$ cat src/rtl/dma_seq_ctrl.sv
// DMAW/DMAB copy sequencer: stalls the pipeline and runs read-then-write beats on a single-port bus.
// Optional macro DMA_ALIGN_CHECK_EN rejects misaligned DMAW (ERR + DONE, no beats).
module dma_seq_ctrl #(
   parameter int ADDR_W = 32,
   parameter int LEN_W  = 12
) (
   input  logic              CLK,
   input  logic              RST,
   input  logic              ISSUE_VALID,
   input  logic [31:0]       ISSUE_INSTR,
   input  logic [ADDR_W-1:0] SRC_ADDR,
   input  logic [ADDR_W-1:0] DST_ADDR,
   output logic              ISSUE_READY,
   output logic              STALL,
   output logic              DONE,
   output logic              ERR,
   output logic              MEM_REQ,
   output logic              MEM_WE,
   output logic [ADDR_W-1:0] MEM_ADDR,
   output logic [3:0]        MEM_BE,
   output logic [31:0]       MEM_WDATA,
   input  logic              MEM_GNT,
   input  logic              MEM_RVALID,
   input  logic [31:0]       MEM_RDATA
);

   localparam logic [6:0] OP_DMAW = 7'b1111011;
   localparam logic [6:0] OP_DMAB = 7'b1110111;

   typedef enum logic [2:0] {
      S_IDLE,
      S_RD_REQ,
      S_RD_WAIT,
      S_WR_REQ,
      S_FIN
   } state_t;

   state_t            state_q, state_d;
   logic [ADDR_W-1:0] src_q, src_d;
   logic [ADDR_W-1:0] dst_q, dst_d;
   logic [ADDR_W-1:0] step;
   logic [LEN_W-1:0]  len_q, len_d;
   logic [LEN_W-1:0]  len_in;
   logic              word_q, word_d;
   logic [31:0]       data_q, data_d;
   logic [7:0]        rd_byte;
   logic              is_dmaw;
   logic              is_dmab;
   logic              accept;
   logic              align_bad;
   logic              unused_instr_bits;

   assign is_dmaw = (ISSUE_INSTR[6:0] == OP_DMAW);
   assign is_dmab = (ISSUE_INSTR[6:0] == OP_DMAB);
   assign len_in  = ISSUE_INSTR[20 +: LEN_W];
   assign accept  = (state_q == S_IDLE) & ISSUE_VALID & (is_dmaw | is_dmab);
   assign unused_instr_bits = ^ISSUE_INSTR[19:7];

   assign step    = word_q ? ADDR_W'(4) : ADDR_W'(1);
   // Byte mode picks the lane addressed by the low source bits of the word just read.
   assign rd_byte = MEM_RDATA[{src_q[1:0], 3'b000} +: 8];

`ifdef DMA_ALIGN_CHECK_EN
   logic err_q;

   assign align_bad = is_dmaw & ((SRC_ADDR[1:0] != 2'b00) | (DST_ADDR[1:0] != 2'b00));

   always_ff @(posedge CLK) begin
      if (RST) begin
         err_q <= 1'b0;
      end else if (accept) begin
         err_q <= align_bad;
      end
   end

   assign ERR = (state_q == S_FIN) & err_q;
`else
   assign align_bad = 1'b0;
   assign ERR       = 1'b0;
`endif

   always_ff @(posedge CLK) begin
      if (RST) begin
         state_q <= S_IDLE;
      end else begin
         state_q <= state_d;
      end
      src_q  <= src_d;
      dst_q  <= dst_d;
      len_q  <= len_d;
      word_q <= word_d;
      data_q <= data_d;
   end

   always_comb begin
      state_d     = state_q;
      src_d       = src_q;
      dst_d       = dst_q;
      len_d       = len_q;
      word_d      = word_q;
      data_d      = data_q;
      ISSUE_READY = 1'b0;
      STALL       = 1'b1;
      DONE        = 1'b0;
      MEM_REQ     = 1'b0;
      MEM_WE      = 1'b0;
      MEM_ADDR    = '0;
      MEM_BE      = 4'b0000;
      MEM_WDATA   = 32'h0;

      case (state_q)
         S_IDLE: begin
            ISSUE_READY = 1'b1;
            STALL       = ISSUE_VALID & (is_dmaw | is_dmab);
            if (accept) begin
               src_d   = SRC_ADDR;
               dst_d   = DST_ADDR;
               len_d   = len_in;
               word_d  = is_dmaw;
               state_d = ((len_in == '0) | align_bad) ? S_FIN : S_RD_REQ;
            end
         end

         S_RD_REQ: begin
            MEM_REQ  = 1'b1;
            MEM_ADDR = {src_q[ADDR_W-1:2], 2'b00};
            if (MEM_GNT) begin
               state_d = S_RD_WAIT;
            end
         end

         S_RD_WAIT: begin
            if (MEM_RVALID) begin
               data_d  = word_q ? MEM_RDATA : {4{rd_byte}};
               state_d = S_WR_REQ;
            end
         end

         S_WR_REQ: begin
            MEM_REQ   = 1'b1;
            MEM_WE    = 1'b1;
            MEM_ADDR  = {dst_q[ADDR_W-1:2], 2'b00};
            MEM_BE    = word_q ? 4'b1111 : (4'b0001 << dst_q[1:0]);
            MEM_WDATA = data_q;
            if (MEM_GNT) begin
               src_d   = src_q + step;
               dst_d   = dst_q + step;
               len_d   = len_q - 1'b1;
               state_d = (len_q == LEN_W'(1)) ? S_FIN : S_RD_REQ;
            end
         end

         S_FIN: begin
            DONE    = 1'b1;
            state_d = S_IDLE;
         end

         default: begin
            state_d = S_IDLE;
         end
      endcase
   end

endmodule

$ cat config.mk
export PLATFORM = sky130hd
export DESIGN_NAME = dma_seq_ctrl
export DESIGN_NICKNAME = d
export VERILOG_FILES = /design/src/rtl/dma_seq_ctrl.sv
export SDC_FILE = /design/constraint.sdc
export NUM_CORES = 1
export LEC_CHECK = 0
export ABC_AREA = 1
export ABC_CLOCK_PERIOD_IN_PS = 7490
export CAP_MARGIN = 20
export CORE_ASPECT_RATIO = 1.75
export CORE_MARGIN = 3
export CORE_UTILIZATION = 43
export CTS_CLUSTER_DIAMETER = 40
export DETAILED_ROUTE_END_ITERATION = 6
export PLACE_DENSITY = 0.72
export SYNTH_ARGS = -nofsm -noshare
export SYNTH_HDL_FRONTEND = slang
export SYNTH_SLANG_ARGS = --single-unit
export TNS_END_PERCENT = 30
$ cat constraint.sdc
create_clock -name CLK -period 7.49 [get_ports CLK]
set_input_delay 1.498 -clock CLK [delete_from_list [all_inputs] [get_ports CLK]]
set_output_delay 1.498 -clock CLK [all_outputs]
set_load 0.02 [all_outputs]
==> impl_metrics.toml, run 1 <==
[run_status]
status = "complete, no violations"

[logic_synthesis]
ys_seq_area_frac = 0.435
synth_edf_count = 109
netlist_area_um2 = 7660
synth-compound-area-share = 0.100
synth_simple_gate_area_share = 0.334
syn_area_per_cell_um2 = 7.10
synth_top_family_by_area = "simple AND/OR/NAND/NOR gates"
muxShareOfSynthArea = 0
syn_inst = 1079
synth_ff_type = "edfxtp_1"
synth-async-reset-ratio = 0
synth_adder_area_share = 0.0131
ys_types = 34
ys_ff_latch = 112
synth-xor-area-share = 0.0183
yosysWarningCount = 0

[timing]
clock.fmax_ghz = 0.187
fin_skew_ns = 0.00562
rsz0062_at_grt = "false"
finalMaxSlewViolations = 0
hold_violations = 0
setup_violations = 0
fin_crit_ns = 5.35
fin_crit_sh = 0.714
tns_ns = 0
setup_ws_ns = 2.14
worst_pin_slew_ns = 1.09
slew-limit-headroom = 0.274

[place]
gp_congestion = 0.945
port_buffers = 190
pre_cts_ws_ns = 2.55
dp_hpwl_mm = 17.8

[global_route]
first_global_vias = 7585
antenna_found_initial = 0
grt_max_degree = 81
grt_pass1_wl_mm = 36.9
grt_remaining_overflow = 0
grt.total_usage = 0.241

[setup_path]
cp.required_ns = 5.99
cp-start-kind = "flop"
path_class = "flop to primary output"
crit_arrival_ns = 3.85
cp-end-kind = "primary output"
critPathMaxFanout = 80

[drt]
first_pass_iters = 5
routedWlPerCell_um = 15.8
drc_errors = 0
drt_wl_total_mm = 23.5
ant_nets = 0
vias = 7674
drt_iter0_drc = 408
via_per_inst = 5.17

[clocking]
clk_pin_slew_ns = 0.08
post_cts.repair.setup_buffers = 0
cts_hold_buf = 0
clk_path_buf_depth = 2
clock_sinks = 112
cts_resized = 0
cts_tree = "yes"
clock-root-buffer = "clkbuf_16"
clk_latency_ns = 0.36
numCtsBuffers = 9
htreeDepth = 3

[run]
maxCapViolCount = 0

[power]
powerDensity_nw_per_um2 = 129
p_sw_frac = 0.230
vdd_drop_max_uv = 85.4
p_seq_frac = 0.533
power.internal_w = 0.000995
comb_power_share = 0.091
pwr-share-clk = 0.376
p_leak_nw = 4.13
p_total_w = 0.00129
switchingPower_w = 0.000297

[worst_hold_path]
hold_class = "flop to flop"

[layout]
final_common_cell = "nand2_1"
final_nets = 1389
antenna_cells = 0
area_growth_syn_to_layout_pct = 30.6
final_cell_mix = "nand2_1 (342), clkdlybuf4s50_1 (190), nor2_1 (145)"
drive_gt1_frac = 0.0359
nFillCells = 1723
utilization = 0.573

[floorplan]
coreArea_um2 = 17500
die_y_um = 183
rows = 64
die_x_um = 107
io-pin-count = 207
start_util = 0.439
die_area_um2 = 19500
## metrics by stage
step | hold WS, ns | cells | instance area (um^2)
after floorplan | 0.514 | 1081 | 7670
after global placement | 0.564 | 1468 | 9710
after detailed placement | 0.579 | 1468 | 9710
after CTS | 0.591 | 1484 | 10000
after global routing | 0.639 | 1484 | 10000
final | 0.587 | 1484 | 10000
## cells in the mapped netlist (2+ instances only)
cell type | n | share of area
nand2_1 | 342 | 0.17
nor2_1 | 146 | 0.072
inv_1 | 143 | 0.070
edfxtp_1 | 109 | 0.43
nand3_1 | 84 | 0.055
o21ai_0 | 65 | 0.042
a21oi_1 | 24 | 0.016
buf_2 | 22 | 0.014
nand4_1 | 17 | 0.014
o22ai_1 | 17 | 0.014
o211ai_1 | 12 | 0.012
clkbuf_1 | 11 | 0.0054
nor3_1 | 11 | 0.0072
xor2_1 | 11 | 0.013
a31oi_1 | 9 | 0.0074
ha_1 | 8 | 0.013
nor2_2 | 7 | 0.0057
o21ai_1 | 7 | 0.0046
xnor2_1 | 5 | 0.0057
buf_4 | 4 | 0.0039
nor2_4 | 4 | 0.0059
dfxtp_1 | 3 | 0.0078
inv_2 | 3 | 0.0015
buf_6 | 2 | 0.0029
nand2_2 | 2 | 0.0016
nor3_2 | 2 | 0.0026
or2_2 | 2 | 0.0016
## cell families after synthesis
kind of cell | Yosys count
AND/OR/NAND/NOR | 619
buffers and inverters | 186
AO/OA/AOI/OAI | 137
flip-flops | 112
XOR/XNOR | 16
adder cells (fa/ha/maj) | 8
other | 1
## flip-flops by register name (all words and copies together), names as in the netlist
signal and count:
data_q 32, dst_q 32, len_q 12, src_q 32, state_q 3, word_q 1
## power by group through the flow
stage / Sequential, W / Clock, W / Combinational, W
6_report: 0.000689 / 0.000486 / 0.000117
5_1_grt: 0.000689 / 0.000521 / 0.000128
4_1_cts: 0.000689 / 0.000497 / 0.000118
3_5_place_dp: 0.000703 / 0 / 0.000117
3_3_place_gp: 0.000703 / 0 / 0.000116
2_1_floorplan: 0.000703 / 0 / 0.0000400
## layer usage
metal | vias up | routed length, um | share of wire | global-route usage
met5 | - | 0 | 0 | 0
met4 | 0 | 986 | 0.042 | 0.120
met3 | 54 | 1690 | 0.072 | 0.0520
met2 | 297 | 12400 | 0.53 | 0.440
met1 | 3483 | 8420 | 0.36 | 0.257
li1 | 3840 | - | - | -
## critical path, cell delays in order (launching register included)
cell and delay, ns:
dfxtp_1 0.38, inv_2 0.07, nor2_4 0.35, nand2_4 0.57, inv_2 0.80, buf_4 0.39
nand2_1 0.11, o21ai_0 0.13, clkdlybuf4s50_1 0.67
## cell type report
cell class	instances	area, um^2	area share
Clock inverter	7	65.1	0.00650
Inverter	147	552	0.0552
Multi-Input combinational cell	783	3600	0.360
Timing Repair Buffer	195	1940	0.194
Tap cell	231	289	0.0289
Sequential cell	112	3330	0.333
Clock buffer	9	225	0.0225
## path summary, 6_finish.rpt
check                  start          end  slack (ns)  depth (start not counted)
setup / recovery  state_q[0]  MEM_ADDR[8]        2.14                          8
hold / removal    state_q[1]   state_q[1]        0.59                          2
hold reg to reg   state_q[1]   state_q[1]        0.59                          2
setup reg to reg      word_q    src_q[10]        3.79                         12
No activity file was read; power rests on OpenSTA's default activity.
==> run 2, diff against run 1 <==
Settings changed: ABC_CLOCK_PERIOD_IN_PS 7490 to 5200.
Clock period 7.49 ns to 5.2 ns, I/O delays scaled along.
==> run 2 against run 1 <==
Sequential share of layout area shrank 0.34 points. Hold slack better by 0.0032 ns. Total power is 52% higher. Die area unchanged. Flip-flop and latch count is the same. Critical path type unchanged. Critical endpoint is now MEM_ADDR[3]. Largest power group unchanged.
==> impl_metrics.toml, run 2 (synthesis gave the netlist of run 1 again) <==
[run]
maxCapViolCount = 0

[clocking]
clk_path_buf_depth = 2
post_cts.repair.setup_buffers = 0
cts_tree = "yes"
clock_sinks = 112
clock-root-buffer = "clkbuf_16"
clk_pin_slew_ns = 0.08
cts_resized = 0
clk_latency_ns = 0.36
numCtsBuffers = 9
cts_hold_buf = 0
htreeDepth = 3

[timing]
rsz0062_at_grt = "false"
fin_crit_sh = 0.812
setup_violations = 0
fin_crit_ns = 4.22
finalMaxSlewViolations = 0
fin_skew_ns = 0.0125
clock.fmax_ghz = 0.237
slew-limit-headroom = 0.304
worst_pin_slew_ns = 1.04
tns_ns = 0
hold_violations = 0

[layout]
reg_top3 = "data_q (32), dst_q (32), src_q (32)"
area_growth_syn_to_layout_pct = 31.9
final_cell_area_um2 = 10100
final_common_cell = "nand2_1"
drive_gt1_frac = 0.0390
final_nets = 1393
instances_no_fill = 1489
final_cell_mix = "nand2_1 (342), clkdlybuf4s50_1 (190), nor2_1 (145)"

[drt]
drt_iter0_drc = 434
via_per_inst = 5.15
ant_nets = 0
drt_wl_total_mm = 23.7
vias = 7666
first_pass_iters = 5
routedWlPerCell_um = 15.9
drc_errors = 0

[place]
postPlaceCellArea_um2 = 9770
dp_hpwl_mm = 18.1
dp_cells = 1472
gp_congestion = 0.967
port_buffers = 190

[global_route]
first_global_vias = 7494
grt_remaining_overflow = 0
grt_pass1_wl_mm = 36.6
antenna_found_initial = 1
grt.total_usage = 0.241
grt_max_degree = 87

[run_status]
status = "complete, no violations"

[setup_path]
r2r_cells = 15
path_class = "flop to primary output"
crit_arrival_ns = 3.18
critPathMaxFanout = 23
reg2reg_to = "src_q[26]"
cp.required_ns = 4.16
r2r_slack_ns = 2.10
cp-start-kind = "flop"
cp-end-kind = "primary output"
r2r-start = "word_q"

[worst_hold_path]
hold_path_startpoint = "state_q[1]"
whs_path_depth = 2
min_to = "state_q[1]"
hold_class = "flop to flop"

[floorplan]
rows = 64
die_y_um = 183
coreArea_um2 = 17500
die_area_um2 = 19500
die_x_um = 107
start_util = 0.439
io-pin-count = 207

[power]
vdd_drop_max_uv = 190
p_leak_nw = 4.18
powerDensity_nw_per_um2 = 194
## run 2: where the power goes
part / leakage [nW] / internal (W) / switching [W]
clock: 0.162 / 0.000436 / 0.000366
sequential: 1.01 / 0.000990 / 0.00000281
combinational: 3.01 / 0.000107 / 0.0000614
total: 4.18 / 0.00153 / 0.000430
## run 2: how the worst max path moves through the flow
stage                         startpoint      endpoint  slack (ns)  cells past startpoint
after floorplan           ISSUE_INSTR[2]      dst_q[0]        1.46                      5
final                         state_q[0]   MEM_ADDR[3]        0.98                      5
after global placement        state_q[0]  MEM_ADDR[19]        1.42                      5
after CTS                     state_q[0]  MEM_ADDR[19]        0.99                      5
after detailed placement      state_q[0]  MEM_ADDR[19]        1.39                      5
after global routing          state_q[0]  MEM_ADDR[19]        0.87                      5
## run 2: cell type report
cell class / instances / area, um^2
multi-input cells: 783 / 3600
clock inverters: 7 / 110
flip-flops and latches: 112 / 3330
well taps: 231 / 289
repair buffers: 199 / 1990
clock buffers: 9 / 225
inverters: 147 / 552
fillers: 1734 / 7350
diodes: 1 / 2.50
## run 2: through the flow
stage / setup slack [ns] / utilization / hold slack, ns / total power (W)
2_1_floorplan: 1.46 / - / 0.514 / 0.00107
3_3_place_gp: 1.42 / 0.560 / 0.572 / 0.00118
3_5_place_dp: 1.39 / 0.560 / 0.575 / 0.00118
4_1_cts: 0.991 / 0.579 / 0.586 / 0.00198
5_1_grt: 0.866 / 0.579 / 0.613 / 0.00202
6_report: 0.980 / 0.579 / 0.590 / 0.00196
## run 2: layer usage
layer | vias up | track usage | wire length [um]
li1 | 3852 | - | -
met1 | 3461 | 0.254 | 8470
met2 | 291 | 0.437 | 12400
met3 | 62 | 0.0584 | 1740
met4 | 0 | 0.123 | 1060
met5 | - | 0 | 0
## run 2: worst max-delay path, cell delays in order, from the launching register on
cell	delay (ns)
dfxtp_1	0.40
inv_2	0.07
nor2_4	0.34
nand2_1	0.72
o22ai_1	0.60
clkdlybuf4s50_1	0.68
==> run 3, diff against run 2 <==
Settings changed: ABC_CLOCK_PERIOD_IN_PS 5200 to 3920.
Clock period 5.2 ns to 3.92 ns, I/O delays scaled along.
==> run 3 against run 2 <==
Sequential power rose by 33%. Largest cell class unchanged. Global-route usage rose by 0.27 points. Combinational power rose by 34%. Flip-flop and latch count did not move. Clock power rose by 17%.
==> impl_metrics.toml, run 3 (synthesis gave the netlist of run 1 again) <==
[run_status]
status = "complete, no violations"

[clocking]
clk_path_buf_depth = 2
clock_sinks = 112
clock-root-buffer = "clkbuf_16"
clk_pin_slew_ns = 0.08
htreeDepth = 3
numCtsBuffers = 9
cts_tree = "yes"
post_cts.repair.setup_buffers = 0
cts_hold_buf = 0
clk_latency_ns = 0.36
cts_resized = 0

[place]
dp_hpwl_mm = 18.4
pre_cts_ws_ns = 0.751
gp_congestion = 0.912
port_buffers = 190
dp_cells = 1475

[drt]
first_pass_iters = 4
drt_iter0_drc = 396
ant_nets = 0
drt_wl_total_mm = 23.8
via_per_inst = 5.17
vias = 7708
drc_errors = 0
routedWlPerCell_um = 16.0

[setup_path]
cp-start-kind = "flop"
path_class = "flop to primary output"
cp.required_ns = 3.14
path_cells = "inv_2 > nor2_4 > nand2_4 > buf_12 > buf_4 > o22ai_1 > clkdlybuf4s50_1"
crit_arrival_ns = 2.79
crit_path_max_incr_delay_ns = 0.65
cp-end-kind = "primary output"
critPathSlowestCell = "clkdlybuf4s50_1"
critPathMaxFanout = 122

[global_route]
grt_util_met2 = 0.450
first_global_vias = 7476
antenna_found_initial = 1
grt_max_degree = 123
grt_remaining_overflow = 0
grt_pass1_wl_mm = 37.1
grtUsageMet3 = 0.0581
met1_usage = 0.253
grt.total_usage = 0.243
busiest_layer = "met2"

[floorplan]
io-pin-count = 207
start_util = 0.439
rows = 64
die_area_um2 = 19500
coreArea_um2 = 17500
die_x_um = 107
die_y_um = 183

[timing]
fin_skew_ns = 0.00973
finalMaxSlewViolations = 0
slew-limit-headroom = 0.541
rsz0062_at_grt = "false"
setup_violations = 0
tns_ns = 0
fin_crit_ns = 3.57
clock.fmax_ghz = 0.280
setup_ws_ns = 0.350
worst_pin_slew_ns = 0.689
hold_violations = 0
fin_crit_sh = 0.911

[layout]
area_growth_syn_to_layout_pct = 31.7
drive_gt1_frac = 0.0413
nFillCells = 1769
multi_input_area_um2 = 3600
reg_top3 = "data_q (32), dst_q (32), src_q (32)"
final_common_cell = "nand2_1"
final_nets = 1396
regArea_um2 = 3330
instances_no_fill = 1492
final_cell_mix = "nand2_1 (342), clkdlybuf4s50_1 (190), nor2_1 (145)"

[power]
p_total_w = 0.00248
powerDensity_nw_per_um2 = 246
p_leak_nw = 4.18
vdd_drop_max_uv = 191

[run]
maxCapViolCount = 0

[worst_hold_path]
hold_class = "flop to flop"
==> run 3: per-layer routing <==
metal,routed length [um],vias up
li1,-,3862
met1,8600,3537
met2,12600,257
met3,1590,52
met4,1000,0
met5,0,-
==> run 3: power by group <==
group | leakage (nW) | switching, W | internal (W) | total, W
clock network | 0.146 | 0.000490 | 0.000451 | 0.000942
logic | 3.02 | 0.0000830 | 0.000143 | 0.000226
registers | 1.01 | 0.00000373 | 0.00131 | 0.00132
==> run 3: path summary, 6_finish.rpt <==
path,depth (start not counted),to,from,slack (ns)
max reg2reg,13,src_q[26],src_q[0],1.22
max,7,MEM_ADDR[19],state_q[0],0.35
min reg2reg,2,state_q[1],state_q[1],0.58
min,2,state_q[1],state_q[1],0.58
==> run 3: metrics by stage <==
stage	hold slack (ns)	util	cell area, um^2
6_report	0.583	0.578	10100
5_1_grt	0.619	0.578	10100
4_1_cts	0.584	0.578	10100
3_5_place_dp	0.571	0.561	9790
3_3_place_gp	0.575	0.561	9790
2_1_floorplan	0.514	-	7670
==> run 3: layout make-up <==
class | count | share of cell area
multi-input cells | 783 | 0.357
flip-flops and latches | 112 | 0.330
repair buffers | 202 | 0.200
inverters | 147 | 0.0547
well taps | 231 | 0.0287
clock buffers | 9 | 0.0223
clock inverters | 7 | 0.00670
diodes | 1 | 0.000248
==> run 3: critical path: cells and delay by family, from the launching register on <==
kind                   cells  cell delay (ns)
and+or+nand+nor            2             0.44
DFF                        1             0.39
buffers and inverters      4             1.30
AOI/OAI and AO/OA          1             0.21
